File: config.mk
export PLATFORM = sky130hd
export DESIGN_NAME = pipelined_cla_subtractor
export DESIGN_NICKNAME = d
export VERILOG_FILES = /design/src/rtl/pipelined_cla_subtractor.sv
export SDC_FILE = /design/constraint.sdc
export NUM_CORES = 1
export LEC_CHECK = 0
export BUFFER_PORTS_ARGS = -buffer_cell sky130_fd_sc_hd__buf_2
export CAP_MARGIN = 20
export CORE_ASPECT_RATIO = 2
export CORE_MARGIN = 8
export CORE_UTILIZATION = 40
export DETAILED_ROUTE_END_ITERATION = 8
export PLACE_DENSITY = 0.71
export REMOVE_ABC_BUFFERS = 1
export SYNTH_ARGS = -nofsm -noshare
export SYNTH_HDL_FRONTEND = slang
export SYNTH_SLANG_ARGS = --single-unit
File: constraint.sdc
create_clock -name i_clk -period 8.4 [get_ports i_clk]
set_clock_uncertainty 0.1 [all_clocks]
set_input_delay 0.42 -clock i_clk [delete_from_list [all_inputs] [get_ports i_clk]]
set_output_delay 0.42 -clock i_clk [all_outputs]
set_load 0.05 [all_outputs]
File: src/rtl/pipelined_cla_subtractor.sv
// Two-stage carry-lookahead subtractor: computes i_min + ~i_sub + 1 with the low
// half resolved in stage 1 and the high half plus final borrow in stage 2.
module pipelined_cla_subtractor #(
    parameter int WIDTH = 32,
    parameter int LOW_W = WIDTH / 2
) (
    input  logic             i_clk,
    input  logic             i_rst,
    input  logic             i_valid,
    output logic             o_ready,
    input  logic [WIDTH-1:0] i_min,
    input  logic [WIDTH-1:0] i_sub,
    output logic             o_valid,
    input  logic             i_ready,
    output logic [WIDTH-1:0] o_diff,
    output logic             o_borrow
);
    localparam int HIGH_W = WIDTH - LOW_W;

    logic [WIDTH-1:0]  w_b_inv;
    logic [LOW_W-1:0]  w_g_lo;
    logic [LOW_W-1:0]  w_p_lo;
    logic [LOW_W-1:0]  w_diff_lo;
    logic              w_carry_lo;
    logic [HIGH_W-1:0] w_g_hi;
    logic [HIGH_W-1:0] w_p_hi;
    logic [HIGH_W-1:0] w_diff_hi;
    logic              w_carry_hi;
    logic              w_load1;
    logic              w_adv1;

    logic              r_s1_valid;
    logic [LOW_W-1:0]  r_s1_diff_lo;
    logic              r_s1_carry;
    logic [HIGH_W-1:0] r_s1_a_hi;
    logic [HIGH_W-1:0] r_s1_b_hi;
    logic              r_s2_valid;
    logic [WIDTH-1:0]  r_diff;
    logic              r_borrow;

    assign w_b_inv = ~i_sub;
    assign w_g_lo  = i_min[LOW_W-1:0] & w_b_inv[LOW_W-1:0];
    assign w_p_lo  = i_min[LOW_W-1:0] ^ w_b_inv[LOW_W-1:0];

    // The +1 of two's complement enters as the carry into bit 0.
    always_comb begin : stage1_cla
        logic [LOW_W:0] c;
        c    = '0;
        c[0] = 1'b1;
        for (int i = 0; i < LOW_W; i++) begin
            c[i+1] = w_g_lo[i] | (w_p_lo[i] & c[i]);
        end
        w_diff_lo  = w_p_lo ^ c[LOW_W-1:0];
        w_carry_lo = c[LOW_W];
    end

    assign w_g_hi = r_s1_a_hi & r_s1_b_hi;
    assign w_p_hi = r_s1_a_hi ^ r_s1_b_hi;

    always_comb begin : stage2_cla
        logic [HIGH_W:0] c;
        c    = '0;
        c[0] = r_s1_carry;
        for (int i = 0; i < HIGH_W; i++) begin
            c[i+1] = w_g_hi[i] | (w_p_hi[i] & c[i]);
        end
        w_diff_hi  = w_p_hi ^ c[HIGH_W-1:0];
        w_carry_hi = c[HIGH_W];
    end

    assign w_adv1  = r_s1_valid & (~r_s2_valid | i_ready);
    assign o_ready = ~r_s1_valid | ~r_s2_valid | i_ready;
    assign w_load1 = i_valid & o_ready;

    always_ff @(posedge i_clk or posedge i_rst) begin
        if (i_rst) begin
            r_s1_valid <= 1'b0;
            r_s2_valid <= 1'b0;
            r_diff     <= '0;
            r_borrow   <= 1'b0;
        end else begin
            if (o_ready) begin
                r_s1_valid <= i_valid;
            end
            if (w_adv1) begin
                r_s2_valid <= 1'b1;
                r_diff     <= {w_diff_hi, r_s1_diff_lo};
                r_borrow   <= ~w_carry_hi;
            end else if (i_ready) begin
                r_s2_valid <= 1'b0;
            end
        end
    end

    // NOTE: stage-1 data needs no reset; it is only consumed while r_s1_valid is set.
    always_ff @(posedge i_clk) begin
        if (w_load1) begin
            r_s1_diff_lo <= w_diff_lo;
            r_s1_carry   <= w_carry_lo;
            r_s1_a_hi    <= i_min[WIDTH-1:LOW_W];
            r_s1_b_hi    <= w_b_inv[WIDTH-1:LOW_W];
        end
    end

    assign o_valid  = r_s2_valid;
    assign o_diff   = r_diff;
    assign o_borrow = r_borrow;
endmodule
==> Word-level counts from Yosys, hierarchy flattened <==
Index checks and enable logic that the tools add are counted.
{ "word_totals": {"regBits": 84, "in_bits": 68, "output_inout_bits": 35, "wordCells": 89} }
{ "op_classes": {"muxes": 2, "bitwise": 78, "reduce_logical": 1} }
{ "op_table": {"columns": ["cell", "count"], "rows": [
  ["16-bit bitwise XOR", 4],
  ["1-bit OR", 35],
  ["1-bit bitwise AND", 33],
  ["16-bit bitwise AND", 2],
  ["32-bit inverter", 1],
  ["1-bit inverter", 3],
  ["1-bit two-way mux", 2],
  ["2-bit nonzero test", 1]
]} }

==> Depth between registers and ports, before layout <==
{ "logic_depth": {"depth_word": 34, "depth_mapped": 19, "ltp_nobuf": 19} }

==> Worst setup path before layout <==
OpenSTA, ideal clock, no wires.
{ "synth_path": {"kind": "register to register", "start": "reg r_s1_carry", "end": "reg r_diff[31], in the netlist o_diff[31]", "setup_time_ps": 125, "t_arrival_ps": 6603, "t_required_ps": 8175, "path_slack_ps": 1572, "stages_incl_launch_ff": 20, "n_path_buf": 0, "period_less_slack_ps": 6828, "cell_sequence": "edfxtp_1 > inv_1 > fa_1 > inv_1 > fa_1 > fa_1 > fa_1 > fa_1 > fa_1 > fa_1 > fa_1 > fa_1 > fa_1 > fa_1 > fa_1 > fa_1 > fa_1 > fa_1 > fa_1 > mux2_4"} }
{ "synth_between": {"elab_chain_cells": 31} }
{ "synth_lines": {"columns": ["item", "line_no", "source"], "rows": [
  ["start: declaration", "34", "logic r_s1_carry;"],
  ["start signal: assignment", "99", "r_s1_carry <= w_carry_lo;"],
  ["1-bit bitwise AND", "65", "c[i+1] = w_g_hi[i] | (w_p_hi[i] & c[i]);"],
  ["1-bit OR", "65", null],
  ["1-bit bitwise AND", "65", null],
  ["1-bit OR", "65", null],
  ["1-bit bitwise AND", "65", null],
  ["1-bit OR", "65", null],
  ["1-bit bitwise AND", "65", null],
  ["1-bit OR", "65", null],
  ["[16 not listed]", null, null],
  ["1-bit bitwise AND", "65", null],
  ["1-bit OR", "65", null],
  ["1-bit bitwise AND", "65", null],
  ["1-bit OR", "65", null],
  ["1-bit bitwise AND", "65", null],
  ["1-bit OR", "65", null],
  ["16-bit bitwise XOR", "67", "w_diff_hi = w_p_hi ^ c[HIGH_W-1:0];"],
  ["named net w_diff_hi[15]", "27", "logic [HIGH_W-1:0] w_diff_hi;"],
  ["end signal: assignment", "87", "r_diff <= {w_diff_hi, r_s1_diff_lo};"],
  ["end: declaration", "38", "logic [WIDTH-1:0] r_diff;"]
]} }
The timed path passes the listed nets, and every way through them passes these cells.
A chain may end at the register's enable or synchronous reset.

==> Final worst setup path <==
Ends and elaborated chain as after synthesis.

==> impl_metrics.tcl <==
set metrics [dict create \
    p_per_area_nw_per_um2 276 \
    syn_to_final_growth_pct 23.6 \
    core_um2 9260 \
    hold_path_class "in2async" \
    rsz0062_at_grt "false" \
    slew_headroom_pct 56.9 \
    cp_max_fo 1 \
    tightest_slew_ns 0.647 \
    path_common_cell "fa_1" \
    synth.ff_latch_count 84 \
    ant_nets 0 \
    max_freq_mhz 140 \
    finalSetupViolCount 0 \
    dieArea_um2 13000 \
    grt_pass1_wl_um 11400 \
    synth_area_leader_cell "edfxtp_1" \
    crit_chain "inv_1, fa_1, inv_1, fa_1, fa_1, fa_1, fa_1, fa_1, fa_1, fa_1, fa_1, fa_1, fa_1, fa_1, fa_1, fa_1, fa_1, fa_1, mux2_4" \
    yosysUniqueCellTypes 15 \
    slowest_delay_ns 0.44 \
    endpoint_kind "register" \
    diodes 0 \
    grt_max_degree 50 \
    min_period_ns 7.14 \
    htree_levels 3 \
    ys_warn_count 0 \
    track_usage_pct 11.6 \
    cp-start-kind "register" \
    cts_buffer_depth 2 \
    place_congestion 0.772 \
    required_ns 8.52 \
    clock_latency_ns 0.33 \
    drt-initial-drc-count 88 \
    cts_made_buffers 9 \
    status "finished clean" \
    io_pins 103 \
    die_x_um 84.7 \
    grt_pass1_vias 2283 \
    die_h_um 153 \
    cts_tree "built" \
    layout-drive-gt1-share_pct 46.7 \
    wl_per_cell_um 16.0 \
    dp_hpwl_um 5240 \
    setup_tns_ns 0 \
    ir_drop_mv 0.0998 \
    post_cts_buffers 0 \
    wl_um 6950 \
    critical_path.slowest_cell "fa_1" \
    hold_violations 0 \
    clkSinkCount 84 \
    drt_first_pass_iters 4 \
    viasPerCell 4.47 \
    netlist_area_um2 3770 \
    leakagePower_nw 2.24 \
    final_net_count 425 \
    path_clk_slew_ns 0.06 \
    vias 1940 \
    critPathKind "reg2reg" \
    antenna_found_initial 0 \
    finalPower_mw 1.29 \
    cts_resized 0 \
    grt_overflow 0 \
    holdBufCountCts 0 \
    drc_errors 0 \
    portBuffers 102 \
    clock-root-buffer "clkbuf_16" \
    cap_violations 0 \
    cp-startpoint "r_s1_carry$_DFFE_PP_" \
    synthTopCellsByArea "edfxtp_1, dfrtp_1, fa_1" \
    yosysSeqAreaShare_pct 62.2 \
    syn_avg_cell_area_um2 17.7 \
    synth_top_area_share_pct 39.0 \
    final_max_slew_viol_count 0 \
    synthCells 213 \
    rows 50 \
    critPathArrivalTime_ns 7.26 \
    r2r_start "r_s1_carry$_DFFE_PP_" \
    timing.final.crit_share_pct 85.0 \
    start_util_pct 40.8 \
]
==> through the flow <==
step           cell area, um2  cells  hold WS, ns  setup WS (ns)  utilization [%]
3_5_place_dp             4360    417        0.365           1.22             47.1
5_1_grt                  4670    434        0.121           1.01             50.4
2_1_floorplan            3710    210        0.358           1.57                -
6_report                 4670    434       0.0751           1.26             50.4
3_3_place_gp             4360    417        0.360           1.32             47.1
4_1_cts                  4650    433       0.0944           1.17             50.2
==> worst max-delay path, delay by kind of cell (launching register included) <==
kind | cells | cell delay [ns]
DFF | 1 | 0.37
buffers and inverters | 2 | 0.14
adders and majority gates | 16 | 6.12
muxes | 1 | 0.27
==> kinds of logic (layout without fill, tap and decap cells) <==
logic type / count (synthesis) / after routing / synth area share (%)
fa+ha+maj: 32 / 32 / 16.8
buf+inv: 58 / 175 / 7.06
flops: 84 / 84 / 62.2
mux: 33 / 33 / 12.6
simple gates: 6 / 6 / 1.39
==> where the power goes <==
part           switching, mW  internal (mW)
logic                  0.251          0.126
clock network          0.162          0.204
registers             0.0332          0.511
total                  0.446          0.840
==> Yosys cell counts <==
library cell  instances
nand2b_4              1
inv_1                55
buf_12                3
ha_1                  1
dfrtp_1              35
nand3b_1              1
edfxtp_1             49
mux2_2                3
nand2_4               1
and2_1                1
or2b_1                1
fa_1                 31
mux2i_1               2
mux2_4               28
nand2b_1              1
==> cell type report <==
type,instances,area [um2]
clock buffers,9,225
clock inverters,7,57.6
fillers,812,4590
inverters,55,206
multi-input cells,71,1160
flip-flops and latches,84,2350
well taps,104,130
repair buffers,104,538
==> path summary, 6_finish.rpt <==
check / end / slack, ns / cells past startpoint
setup / recovery: o_diff[31]$_DFFE_PP0P_ / 1.26 / 19
hold / removal: o_diff[12]$_DFFE_PP0P_ / 0.08 / 3
setup reg to reg: o_diff[31]$_DFFE_PP0P_ / 1.26 / 19
hold reg to reg: o_diff[7]$_DFFE_PP0P_ / 0.37 / 1
max in group asynchronous: o_borrow$_DFFE_PP0P_ / 7.78 / 3
min in group i_clk: r_s1_a_hi[3]$_DFFE_PP_ / 0.16 / 1
==> routing by layer <==
| layer | global-route usage [%] | part of all wire [%] | up-vias | wire, um |
|---|---|---|---|---|
| met5 | 0 | 0 | - | 0 |
| met4 | 6.42 | 2.2 | 0 | 153 |
| met3 | 3.38 | 5.0 | 9 | 347 |
| met2 | 21.8 | 59 | 57 | 4120 |
| met1 | 10.7 | 33 | 976 | 2320 |
| li1 | - | - | 898 | - |
==> layout by cell type, fill, tap and decap left out <==
| cell type | count |
|---|---|
| buf_2 | 102 |
| inv_1 | 54 |
| edfxtp_1 | 49 |
| dfrtp_1 | 35 |
| fa_1 | 31 |
| mux2_4 | 28 |
| clkbuf_16 | 9 |
| mux2_2 | 3 |
| inv_6 | 3 |
| clkinvlp_4 | 3 |
| mux2i_1 | 2 |
| nand2b_4 | 1 |
| nand2_4 | 1 |
| nand3b_1 | 1 |
| and2_2 | 1 |
| clkinv_1 | 1 |
| or2b_1 | 1 |
| nand2b_1 | 1 |
| ha_1 | 1 |
| clkinv_4 | 1 |
| buf_12 | 1 |
| buf_4 | 1 |
==> sequential cells by signal (all words and copies together) (netlist names) <==
signal,flops
o_valid,1
o_diff,32
o_borrow,1
r_s1_b_hi,16
r_s1_diff_lo,16
r_s1_valid,1
r_s1_carry,1
r_s1_a_hi,16
(Power assumes the default switching activity.)
